**src/rtl/surf_cout_capture_ctrl.sv**
```systemverilog
// Capture/captured handshake sequencer for the SURF COUT parallelizer, with a FWFT word FIFO
// and a saturating training bit-error counter. Optional head timestamps: SURF_COUT_CAPTURE_TIMESTAMP_EN.
`timescale 1ns/1ps
module surf_cout_capture_ctrl #(
  parameter int DEPTH         = 8,
  parameter int CAPTURE_DELAY = 12
) (
  input  logic        sysclk_i,
  input  logic        rst_i,
  input  logic        sync_i,
  input  logic        enable_i,
  input  logic        req_i,
  input  logic        continuous_i,
  input  logic        clr_i,
  input  logic [31:0] cout_parallel_i,
  input  logic        biterr_i,
  output logic        capture_o,
  output logic        captured_o,
  output logic        busy_o,
  output logic [31:0] dout_o,
  output logic [15:0] ts_o,
  output logic        dvalid_o,
  input  logic        dready_i,
  output logic        overflow_o,
  output logic [15:0] biterr_cnt_o
);

  localparam int DATA_W = 32;
  localparam int AW     = (DEPTH > 1) ? $clog2(DEPTH) : 1;
  localparam int CW     = AW + 1;
  localparam int DW     = $clog2(CAPTURE_DELAY + 1);

  typedef enum logic [2:0] {
    IDLE, WAIT_SYNC, DELAY, HOLD, STORE, RELEASE
  } state_t;

  state_t               state_q, state_d;
  logic [DW-1:0]        dly_cnt_q;
  logic [AW-1:0]        wr_ptr_q, rd_ptr_q;
  logic [CW-1:0]        count_q;
  logic [DATA_W-1:0]    mem [DEPTH];
  logic                 full, pop, store, wr_en, ovf_set;

  function automatic logic [15:0] sat_inc16(input logic [15:0] v);
    return (v == 16'hFFFF) ? v : v + 16'd1;
  endfunction

  always_comb begin
    state_d = state_q;
    case (state_q)
      IDLE:      if (enable_i && (req_i || continuous_i)) state_d = WAIT_SYNC;
      WAIT_SYNC: if (!enable_i) state_d = IDLE;
                 else if (sync_i) state_d = DELAY;
      DELAY:     if (!enable_i) state_d = IDLE;
                 else if (dly_cnt_q == '0) state_d = HOLD;
      HOLD:      state_d = STORE;
      STORE:     state_d = RELEASE;
      RELEASE:   state_d = IDLE;
      default:   state_d = IDLE;
    endcase
  end

  // Sequencer registers; pulses are registered so they line up with HOLD and RELEASE.
  always_ff @(posedge sysclk_i or posedge rst_i) begin
    if (rst_i) begin
      state_q    <= IDLE;
      dly_cnt_q  <= '0;
      capture_o  <= 1'b0;
      captured_o <= 1'b0;
    end else begin
      state_q    <= state_d;
      capture_o  <= (state_d == HOLD);
      captured_o <= (state_d == RELEASE);
      if (state_q == WAIT_SYNC && sync_i)
        dly_cnt_q <= DW'(CAPTURE_DELAY);
      else if (state_q == DELAY && dly_cnt_q != '0)
        dly_cnt_q <= dly_cnt_q - DW'(1);
    end
  end

  assign busy_o   = (state_q != IDLE);
  assign store    = (state_q == STORE);
  assign full     = (count_q == CW'(DEPTH));
  assign dvalid_o = (count_q != '0);
  assign pop      = dvalid_o && dready_i;
  // A pop in the same cycle frees the slot, so a full FIFO still accepts that word.
  assign wr_en    = store && (!full || pop);
  assign ovf_set  = store && full && !pop;

  always_ff @(posedge sysclk_i or posedge rst_i) begin
    if (rst_i) begin
      wr_ptr_q     <= '0;
      rd_ptr_q     <= '0;
      count_q      <= '0;
      overflow_o   <= 1'b0;
      biterr_cnt_o <= '0;
    end else begin
      if (wr_en) wr_ptr_q <= wr_ptr_q + AW'(1);
      if (pop)   rd_ptr_q <= rd_ptr_q + AW'(1);
      case ({wr_en, pop})
        2'b10:   count_q <= count_q + CW'(1);
        2'b01:   count_q <= count_q - CW'(1);
        default: count_q <= count_q;
      endcase
      if (ovf_set)    overflow_o <= 1'b1;
      else if (clr_i) overflow_o <= 1'b0;
      if (clr_i)
        biterr_cnt_o <= '0;
      else if (biterr_i && !enable_i)
        biterr_cnt_o <= sat_inc16(biterr_cnt_o);
    end
  end

  always_ff @(posedge sysclk_i) begin
    if (wr_en) mem[wr_ptr_q] <= cout_parallel_i;
  end

  assign dout_o = dvalid_o ? mem[rd_ptr_q] : '0;

`ifdef SURF_COUT_CAPTURE_TIMESTAMP_EN
  logic [15:0] frame_cnt_q;
  logic [15:0] ts_mem [DEPTH];

  always_ff @(posedge sysclk_i or posedge rst_i) begin
    if (rst_i)       frame_cnt_q <= '0;
    else if (sync_i) frame_cnt_q <= frame_cnt_q + 16'd1;
  end

  always_ff @(posedge sysclk_i) begin
    if (wr_en) ts_mem[wr_ptr_q] <= frame_cnt_q;
  end

  assign ts_o = dvalid_o ? ts_mem[rd_ptr_q] : 16'h0000;
`else
  assign ts_o = 16'h0000;
`endif

endmodule

```
**config.mk**
```make
export PLATFORM = sky130hd
export DESIGN_NAME = surf_cout_capture_ctrl
export DESIGN_NICKNAME = d
export VERILOG_FILES = /design/src/rtl/surf_cout_capture_ctrl.sv
export SDC_FILE = /design/constraint.sdc
export NUM_CORES = 1
export LEC_CHECK = 0
export ABC_CLOCK_PERIOD_IN_PS = 7500
export CORE_MARGIN = 5
export CORE_UTILIZATION = 40
export DETAILED_ROUTE_END_ITERATION = 16
export HOLD_SLACK_MARGIN = 0.05
export PLACE_DENSITY = 0.65
export SLEW_MARGIN = 40
export SYNTH_ARGS = -nofsm -noshare
export SYNTH_HDL_FRONTEND = slang
export SYNTH_SLANG_ARGS = --single-unit
```
**constraint.sdc**
```tcl
create_clock -name sysclk_i -period 7.5 [get_ports sysclk_i]
set_input_delay 1.5 -clock sysclk_i [delete_from_list [all_inputs] [get_ports sysclk_i]]
set_output_delay 1.5 -clock sysclk_i [all_outputs]
set_load 0.005 [all_outputs]
```
==> results.ini <==
[synthesis]
async_flop_share = 0.123
synth_top_area_frac = 0.652
synth-edff-count = 256
ys_ff_latch = 292
synth_area_leader_cell = edfxtp_1
synth_ff_type = edfxtp_1
yosysSeqAreaShare = 0.728
ys_warn_count = 0
netlist_instances = 632
synth.distinct_cells = 56
syn-cell-area_um2 = 11800
avgSynthCellArea_um2 = 18.7
synthTopCellsByArea = edfxtp_1 (65%), mux4_2 (12%), dfrtp_1 (7.6%)

[drt]
drtIter0Drc = 558
wire_per_inst_um = 20.7
dr.pass1.iters = 5
dr_total_vias = 6100
drt_wl_total_mm = 23.8
avgViaCountPerCell = 5.30
final_antenna_net_count = 0
route.detailed.drc = 0

[grt]
grt_max_degree = 41
grt_first_pass_wirelength_mm = 37.2
grt_use_total = 0.143
antenna_found_initial = 2
grt_overflow = 0
grt_pass1_vias = 6509

[clock_network]
clkTransAtPathRegs_ps = 60
cts_root_buffer = clkbuf_16
cts_buffer_depth = 3
h-tree-depth = 1
post_cts_resized = 0
cts_tree = built
cts_buffers = 29
cts_sinks = 292
ctsHoldBuffers = 0
clock_latency_ps = 530
post_cts_buffers = 0

[setup_path]
path_delay_family = buffers and inverters
r2r-start = state_q[0]$_DFF_PP0_
path_class = register to primary output
path_cells = buf_6, mux4_2, mux2i_1, nor2_1, clkdlybuf4s50_1
cpPeakStageDelay_ps = 780
arrival_ps = 3270
crit_path_max_fanout = 40
reg2reg_to = count_q[3]$_DFFE_PP0P_
slowest_stage = dfrtp_4
crit_buf_inv = 2
crit_path_end_kind = primary output
cp-start-kind = register
worst-r2r-cell-count = 9
reg2reg_setup_slack_ps = 4100
cp_data_required_time_ps = 6000

[pwr]
ir_drop_mv = 0.211
power_density_nw_per_um2 = 339
p_leak_nw = 4.79

[floorplan]
rows = 62
initial_core_util = 0.408
die_h_um = 182
core_um2 = 28900
ios = 110
die-width_um = 182
dieArea_um2 = 33000

[place]
place_worst_setup_slack_ps = 2960
dpl.hpwl_mm = 14.6
place_congestion = 0.795
numPortBuffers = 93
dpl_cell_area_um2 = 13300

[timing]
finClkSkew_ps = 9.84
final_max_slew_viol_count = 0
rsz0062_at_grt = no
finalHoldViolations = 0
worst_slew_pin_slew_ps = 637
setup_viol = 0
whs_ps = 527
fmax_mhz = 209
fin_ws_ps = 2730
period_needed_ps = 4770
period_share = 0.637
tns_ps = 0
maxSlewHeadroom = 0.575

[finish]
design_area_um2 = 14200
num-fill-cells = 2315
syn_to_final_growth_pct = 20.5
nets = 795
fin_util = 0.491
drive_above_1_share = 0.194
antenna_cells = 0
final_cell_mix = edfxtp_1 (256), clkdlybuf4s50_1 (93), mux4_2 (64), nor2_1 (44), mux2i_1 (34)
layout_commonest_cell = edfxtp_1

[flow_run]
cap_violations = 0

[worst_hold_path]
hold_path_class = register to register
hp-start = overflow_o$_DFFE_PP0P_
whs_path_depth = 1
min_to = overflow_o$_DFFE_PP0P_

[outcome]
status = completed

[area by class of cell]
cell class | instances | area (µm²) | area share
Clock buffer | 38 | 769 | 0.0542
Tap cell | 384 | 480 | 0.0338
Clock inverter | 15 | 170 | 0.0120
Inverter | 15 | 56.3 | 0.00396
Sequential cell | 292 | 8600 | 0.605
Timing Repair Buffer | 108 | 1060 | 0.0746
Multi-Input combinational cell | 300 | 3080 | 0.217
[synthesized netlist by cell type (all sizes together), types with 5 or more instances]
| cell | count |
|---|---|
| dfrtp | 36 |
| mux4 | 64 |
| buf | 26 |
| ha | 7 |
| nand3 | 8 |
| nor4 | 5 |
| nand2 | 18 |
| and3 | 6 |
| inv | 15 |
| nand4 | 5 |
| nor2 | 50 |
| edfxtp | 256 |
| o21ai | 6 |
| clkbuf | 13 |
| mux2i | 34 |
| nor3 | 7 |
| a21oi | 11 |
[power by group]
part	switching [mW]	total (mW)	internal (mW)
combinational	0.572	1.36	0.790
clock	0.579	1.41	0.830
sequential	0.173	2.04	1.87
total	1.32	4.81	3.49
[metrics by stage]
| step | std cells | power, mW |
|---|---|---|
| 2_1_floorplan | 647 | 2.85 |
| 4_1_cts | 1152 | 4.89 |
| 3_5_place_dp | 1099 | 3.47 |
| 5_1_grt | 1152 | 5.08 |
| 3_3_place_gp | 1096 | 3.42 |
| 6_report | 1152 | 4.81 |
[how the worst max path moves through the flow]
stage / from / to / slack [ps] / depth (start not counted)
2_1_floorplan: dready_i / mem[1][0]$_DFFE_PP_ / 2710 / 4
3_3_place_gp: rd_ptr_q[0]$_DFFE_PP0N_ / dout_o[9] / 2970 / 5
3_5_place_dp: rd_ptr_q[0]$_DFFE_PP0N_ / dout_o[9] / 2960 / 5
4_1_cts: rd_ptr_q[0]$_DFFE_PP0N_ / dout_o[9] / 2380 / 5
5_1_grt: rd_ptr_q[0]$_DFFE_PP0N_ / dout_o[9] / 2440 / 5
6_report: rd_ptr_q[0]$_DFFE_PP0N_ / dout_o[9] / 2730 / 5
[registers in the layout (all words and copies together) (netlist names)]
register / cells
dly_cnt_q: 4
overflow_o: 1
biterr_cnt_o: 16
mem: 256
state_q: 3
capture_o: 1
rd_ptr_q: 3
wr_ptr_q: 3
count_q: 4
captured_o: 1
[logic make-up (layout without fill, tap and decap cells)]
family / Yosys count / in the layout / share of synthesized area
and+or+nand+nor: 128 / 128 / 0.0572
muxes: 101 / 101 / 0.154
adders and majority gates: 8 / 8 / 0.00912
DFF: 292 / 292 / 0.728
other: 1 / 16 / 0.000318
AOI/OAI and AO/OA: 39 / 39 / 0.0219
buffers and inverters: 55 / 176 / 0.0237
xor gates and xnor gates: 8 / 8 / 0.00594
[layer usage]
layer  part of all wire  vias up  GRT usage
met5             0.0011        -          0
met4              0.015        4     0.0297
met3              0.059       22     0.0336
met2               0.49      169      0.242
met1               0.43     3180      0.192
li1                   -     2725          -
Note: power is estimated with default switching activity, not from simulation.
